File: src/rtl/mul_pkg.sv
// Shared types and helpers for the sequential shift-add multiplier.
package mul_pkg;

    typedef enum logic [1:0] {
        IDLE = 2'd0,
        RUN  = 2'd1,
        DONE = 2'd2
    } mul_state_e;

    // Width of the step counter that walks 0..width-1.
    function automatic int step_w(input int width);
        return (width > 1) ? $clog2(width) : 1;
    endfunction

endpackage

File: src/rtl/mul_seq_signed_if.sv
// Operand/product handshake bundle for mul_seq_signed: valid/ready on both sides.
interface mul_seq_signed_if #(
    parameter int WIDTH = 16
) ();

    logic                 in_valid;
    logic                 in_ready;
    logic                 in_signed;
    logic [WIDTH-1:0]     in_a;
    logic [WIDTH-1:0]     in_b;
    logic                 out_valid;
    logic                 out_ready;
    logic [2*WIDTH-1:0]   out_p;
    logic                 busy;

    modport master (
        output in_valid, in_signed, in_a, in_b, out_ready,
        input  in_ready, out_valid, out_p, busy
    );

    modport slave (
        input  in_valid, in_signed, in_a, in_b, out_ready,
        output in_ready, out_valid, out_p, busy
    );

endinterface

File: src/rtl/mul_acc_step.sv
// One shift-add stage: acc +/- (ax << k) when the multiplier bit is set.
// Purely combinational; no handshake.
module mul_acc_step
    import mul_pkg::*;
#(
    parameter  int WIDTH  = 16,
    localparam int STEP_W = step_w(WIDTH)
) (
    input  logic [2*WIDTH-1:0] acc_i,
    input  logic [2*WIDTH-1:0] ax_i,
    input  logic [STEP_W-1:0]  k_i,
    input  logic               b_bit_i,
    input  logic               sub_i,
    output logic [2*WIDTH-1:0] acc_o
);

    logic [2*WIDTH-1:0] pp;

    always_comb begin
        pp    = ax_i << k_i;
        acc_o = acc_i;
        if (b_bit_i) begin
            acc_o = sub_i ? (acc_i - pp) : (acc_i + pp);
        end
    end

endmodule

File: src/rtl/mul_seq_signed.sv
// Iterative WIDTH x WIDTH signed/unsigned multiplier, one partial product per cycle.
// Latency WIDTH+1 cycles from input handshake to out_valid; result held while out_ready is low.
module mul_seq_signed
    import mul_pkg::*;
#(
    parameter int WIDTH = 16
) (
    input  logic              clk,
    input  logic              rst_n,
    mul_seq_signed_if.slave   bus
);

    localparam int                PW     = 2 * WIDTH;
    localparam int                STEP_W = step_w(WIDTH);
    localparam logic [STEP_W-1:0] LAST   = STEP_W'(WIDTH - 1);

    mul_state_e        state_q;
    logic [WIDTH-1:0]  a_q;
    logic [WIDTH-1:0]  b_q;
    logic              sgn_q;
    logic [STEP_W-1:0] step_q;
    logic [PW-1:0]     acc_q;
    logic [PW-1:0]     acc_d;
    logic              in_ready_q;
    logic              out_valid_q;
    logic              busy_q;

    logic [PW-1:0]     ax;
    logic              sub;

    assign ax  = sgn_q ? {{WIDTH{a_q[WIDTH-1]}}, a_q} : {{WIDTH{1'b0}}, a_q};
    // Only the top multiplier bit of a signed operand carries negative weight.
    assign sub = sgn_q && (step_q == LAST);

    mul_acc_step #(.WIDTH(WIDTH)) u_step (
        .acc_i   (acc_q),
        .ax_i    (ax),
        .k_i     (step_q),
        .b_bit_i (b_q[step_q]),
        .sub_i   (sub),
        .acc_o   (acc_d)
    );

    always_ff @(posedge clk or negedge rst_n) begin
        if (!rst_n) begin
            state_q     <= IDLE;
            a_q         <= '0;
            b_q         <= '0;
            sgn_q       <= 1'b0;
            step_q      <= '0;
            acc_q       <= '0;
            in_ready_q  <= 1'b0;
            out_valid_q <= 1'b0;
            busy_q      <= 1'b0;
        end else begin
            case (state_q)
                IDLE: begin
                    if (bus.in_valid && in_ready_q) begin
                        a_q        <= bus.in_a;
                        b_q        <= bus.in_b;
                        sgn_q      <= bus.in_signed;
                        acc_q      <= '0;
                        step_q     <= '0;
                        in_ready_q <= 1'b0;
                        busy_q     <= 1'b1;
                        state_q    <= RUN;
                    end else begin
                        in_ready_q <= 1'b1;
                    end
                end
                RUN: begin
                    acc_q <= acc_d;
                    if (step_q == LAST) begin
                        state_q <= DONE;
                    end else begin
                        step_q <= step_q + STEP_W'(1);
                    end
                end
                DONE: begin
                    // out_valid rises one cycle after entering DONE, giving WIDTH+1 latency.
                    if (!out_valid_q) begin
                        out_valid_q <= 1'b1;
                    end else if (bus.out_ready) begin
                        out_valid_q <= 1'b0;
                        busy_q      <= 1'b0;
                        in_ready_q  <= 1'b1;
                        state_q     <= IDLE;
                    end
                end
                default: state_q <= IDLE;
            endcase
        end
    end

    assign bus.in_ready  = in_ready_q;
    assign bus.out_valid = out_valid_q;
    assign bus.out_p     = acc_q;
    assign bus.busy      = busy_q;

endmodule
File: src/flat_wrapper.sv
// flat-port wrapper written by rule: the top's interface ports become plain ports
module mul_seq_signed_flat import mul_pkg::*;
#(
    parameter int WIDTH = 16
)
  (clk, rst_n, bus_in_valid, bus_in_signed, bus_in_a, bus_in_b, bus_out_ready, bus_in_ready, bus_out_valid, bus_out_p, bus_busy);
  mul_seq_signed_if #(.WIDTH(WIDTH)) bus_i ();
  input  logic clk;
  input  logic rst_n;
  input wire logic [$bits(bus_i.in_valid)-1:0] bus_in_valid;
  input wire logic [$bits(bus_i.in_signed)-1:0] bus_in_signed;
  input wire logic [$bits(bus_i.in_a)-1:0] bus_in_a;
  input wire logic [$bits(bus_i.in_b)-1:0] bus_in_b;
  input wire logic [$bits(bus_i.out_ready)-1:0] bus_out_ready;
  output wire logic [$bits(bus_i.in_ready)-1:0] bus_in_ready;
  output wire logic [$bits(bus_i.out_valid)-1:0] bus_out_valid;
  output wire logic [$bits(bus_i.out_p)-1:0] bus_out_p;
  output wire logic [$bits(bus_i.busy)-1:0] bus_busy;
  assign bus_i.in_valid = bus_in_valid;
  assign bus_i.in_signed = bus_in_signed;
  assign bus_i.in_a = bus_in_a;
  assign bus_i.in_b = bus_in_b;
  assign bus_i.out_ready = bus_out_ready;
  assign bus_in_ready = bus_i.in_ready;
  assign bus_out_valid = bus_i.out_valid;
  assign bus_out_p = bus_i.out_p;
  assign bus_busy = bus_i.busy;
  mul_seq_signed #(.WIDTH(WIDTH)) u_core (.clk(clk), .rst_n(rst_n), .bus(bus_i));
endmodule
File: config.mk
export PLATFORM = sky130hd
export DESIGN_NAME = mul_seq_signed_flat
export DESIGN_NICKNAME = d
export VERILOG_FILES = /design/src/rtl/mul_pkg.sv /design/src/rtl/mul_seq_signed_if.sv /design/src/rtl/mul_acc_step.sv /design/src/rtl/mul_seq_signed.sv /design/src/flat_wrapper.sv
export SDC_FILE = /design/constraint.sdc
export NUM_CORES = 1
export LEC_CHECK = 0
export ABC_AREA = 0
export CAP_MARGIN = 20
export CELL_PAD_IN_SITES_DETAIL_PLACEMENT = 1
export CELL_PAD_IN_SITES_GLOBAL_PLACEMENT = 1
export CORE_MARGIN = 1
export CORE_UTILIZATION = 46
export CTS_CLUSTER_SIZE = 16
export DETAILED_ROUTE_END_ITERATION = 6
export PLACE_DENSITY_LB_ADDON = 0.3
export SLEW_MARGIN = 20
export SYNTH_ARGS = -nofsm -noshare
export SYNTH_HDL_FRONTEND = slang
export SYNTH_HIERARCHICAL = 1
export SYNTH_SLANG_ARGS = --single-unit
File: constraint.sdc
create_clock -name clk -period 5.9 [get_ports clk]
set_input_delay 1.475 -clock clk [delete_from_list [all_inputs] [get_ports clk]]
set_output_delay 1.475 -clock clk [all_outputs]
set_load 0.01 [all_outputs]
==> flow_summary_export.csv <==
group,metric,value,unit
status,status,"finished clean",
logic_synthesis,ys_types,75,
setup_path,required,6.15,ns
timing,slew_headroom,36.2,%
setup_path,r2r_start,"u_core/step_q[0]",
setup_path,r2r_cells,22,
timing,setup_slack,0.452,ns
layout,mostFrequentLayoutCells,"nand2_1 (104), dfrtp_1 (72), clkdlybuf4s50_1 (70)",
cts,cts_tree,"done",
logic_synthesis,ys_ff_latch,74,
setup_path,crit_path_max_fanout,22,
timing,finalCritPeriodShare,92.3,%
place,routabilityCongestion,0.886,
floorplanning,num_io_pins,72,
cts,cts_root_buffer,"clkbuf_16",
layout,fillCellCount,1855,
floorplanning,die_area,0.0173,mm2
setup_path,critPathSlowestCell,"dfrtp_2",
timing,setup_viol,0,
logic_synthesis,synth_ff_type,"dfrtp_1",
cts,cts_buffers,9,
worst_hold_path,min_path_cells,1,
global_routing,antenna_found_initial,0,
setup_path,critical_path_arrival,5.70,ns
timing,fmaxAchievable,0.184,GHz
setup_path,crit_path_end_kind,"register",
global_routing,grt_remaining_overflow,0,
global_routing,grt_pass1_wl,35.8,mm
detailed_routing,wl_per_cell,19.3,um
cts,max-clock-path-buffers,2,
detailed_routing,drtPass1Iterations,5,
place,dpl_worst_slack,0.503,ns
setup_path,worstPathCellList,"mux2_2 -> mux2i_1 -> buf_4 -> nand2_1 -> nand2_1 -> nor3b_1 -> a21oi_1 -> xnor2_1 -> ha_1 -> a21oi_1 -> o21ai_0 -> a2111o_1 -> a221oi_2 -> a21oi_1 -> o211a_1 -> nor2_1 -> nor2_1 -> a211oi_1 -> xnor2_1 -> mux2_2 -> nand2_1 -> nand2_1",
detailed_routing,vias_per_cell,5.99,
logic_synthesis,yosysSeqAreaShare,23.9,%
floorplanning,start_util,46.8,%
logic_synthesis,avgSynthCellArea,9.40,um2
logic_synthesis,yosysWarnings,6,
detailed_routing,drtIter0Drc,339,
cts,ctsResizeCount,0,
timing,tightest_slew,0.957,ns
logic_synthesis,synthCells,823,
cts,htreeDepth,3,
layout,nets,942,
floorplanning,num_rows,47,
global_routing,grt_max_degree,75,
setup_path,cp-start-kind,"register",
worst_hold_path,min_to,"u_core/b_q[1]",
logic_synthesis,synth_edf_count,0,
timing,finalHoldViolCount,0,
cts,cts_setup_buffers,0,
timing,maxSlewViolCount,0,
layout,final_common_cell,"nand2_1",
place,port_buffers,71,
timing,setup_tns,0,ns
detailed_routing,drtAntennaViolNets,0,
setup_path,cpPeakStageDelay,0.70,ns
place,dp.final_hpwl,15.7,mm
layout,drive_above_1_share,18.7,%
run,maxCapViolCount,0,
setup_path,cp_top_family,"compound AO/OA/AOI/OAI gates",
setup_path,ff2ff_setup_slack,0.45,ns
cts,cts_num_sinks,74,
floorplanning,fp.dieH,132,um
floorplanning,die_w,132,um
layout,n_antenna_cell,0,
setup_path,path_buf_inv,1,
timing,grt_setup_unrepaired,"no",
timing,final.setup_skew,0.00690,ns
cts,insertion_delay,0.36,ns
setup_path,path_class,"reg -> reg",
worst_hold_path,hold_path.startpoint,"u_core/b_q[1]",
setup_path,reg2reg_to,"u_core/bus.out_p[24]",
logic_synthesis,syn_nets,894,
worst_hold_path,hold_path_class,"reg -> reg",
floorplanning,core_area,0.0165,mm2
layout,area_growth,14.8,%
cts,cts_hold_buf,0,
timing,period_needed,5.45,ns
cts,clkTransAtPathRegs,0.07,ns
detailed_routing,drt_wl_total,21.2,mm
logic_synthesis,async_reset_ff_share,100,%
setup_path,critical_path.most_common_cell,"nand2_1",
logic_synthesis,netlist_area,0.00773,mm2
detailed_routing,via_count,6564,
detailed_routing,drcViolationCount,0,
global_routing,grt.total_usage,25.7,%
global_routing,grt_pass1_vias,6701,
==> worst max path at each step <==
stage	from	to	slack, ns	cells after the start
after floorplan	u_core/step_q[2]	u_core/bus.out_p[24]	0.74	24
after global placement	u_core/step_q[0]	u_core/bus.out_p[31]	0.72	22
after detailed placement	u_core/step_q[0]	u_core/bus.out_p[31]	0.50	22
after CTS	u_core/step_q[0]	u_core/bus.out_p[31]	0.49	22
after global routing	u_core/step_q[0]	u_core/bus.out_p[28]	0.06	20
final	u_core/step_q[0]	u_core/bus.out_p[24]	0.45	22
==> Yosys cell counts, drive strengths merged, types with 5 or more instances <==
| cell type | n | area, um2 |
|---|---|---|
| mux4 | 35 | 807 |
| a21o | 20 | 150 |
| ha | 33 | 413 |
| buf | 37 | 285 |
| mux2i | 31 | 325 |
| nand2b | 10 | 62.6 |
| or3 | 5 | 31.3 |
| and3 | 7 | 50.1 |
| o21a | 5 | 37.5 |
| nor2 | 51 | 191 |
| a211oi | 8 | 60.1 |
| nor3 | 17 | 96.4 |
| o22ai | 7 | 56.3 |
| a211o | 6 | 52.6 |
| a31oi | 16 | 100 |
| mux2 | 77 | 991 |
| nor2b | 11 | 68.8 |
| inv | 21 | 78.8 |
| and2 | 7 | 43.8 |
| o21ai | 30 | 154 |
| dfrtp | 74 | 1850 |
| xnor2 | 33 | 289 |
| a21oi | 54 | 270 |
| clkbuf | 14 | 52.6 |
| nand2 | 107 | 409 |
| nand3 | 40 | 200 |
| xor2 | 23 | 201 |
==> kinds of logic after synthesis <==
logic type / Yosys count / share of synthesized area [%]
mux: 143 / 27.5
fa+ha+maj: 34 / 5.60
simple gates: 270 / 16.5
xor+xnor: 56 / 6.34
buf+inv: 72 / 5.39
compound gates: 174 / 14.8
flops: 74 / 23.9
==> registers in the layout, indices dropped and copies added (netlist names) <==
register,cells
u_core/bus.out_p,32
u_core/bus.out_valid,1
u_core/b_q,16
u_core/a_q,16
u_core/bus.in_ready,1
u_core/sgn_q,1
u_core/step_q,4
u_core/bus.busy,1
u_core/state_q,2
==> routing by layer <==
| metal | GRT usage [%] | up-vias | share of wire, % |
|---|---|---|---|
| li1 | - | 3121 | - |
| met1 | 35.1 | 3276 | 47 |
| met2 | 42.7 | 149 | 49 |
| met3 | 2.47 | 18 | 2.9 |
| met4 | 8.46 | 0 | 1.5 |
| met5 | 0 | - | 0 |
==> area by class of cell <==
cell class                 instances  area [um2]  share of cell area, %
timing repair buffer              88         861                   9.70
tap                              220         275                   3.10
multi-input combinational        677        5500                   61.9
inverter                          21        78.8                  0.888
clock buffer                       9         225                   2.54
sequential                        74        1850                   20.9
clock inverter                     7        83.8                  0.944
==> stage by stage <==
step	area (um2)	instances	util (%)	hold WS, ns
after floorplan	7730	823	-	0.473
after global placement	8570	1080	51.8	0.491
after detailed placement	8570	1080	51.8	0.491
after CTS	8880	1096	53.7	0.515
after global routing	8880	1096	53.7	0.526
final	8880	1096	53.7	0.517
Power is left out: the tool's default activity adds up to more than one toggle a clock period on the data nets, which glitch-free logic cannot reach.
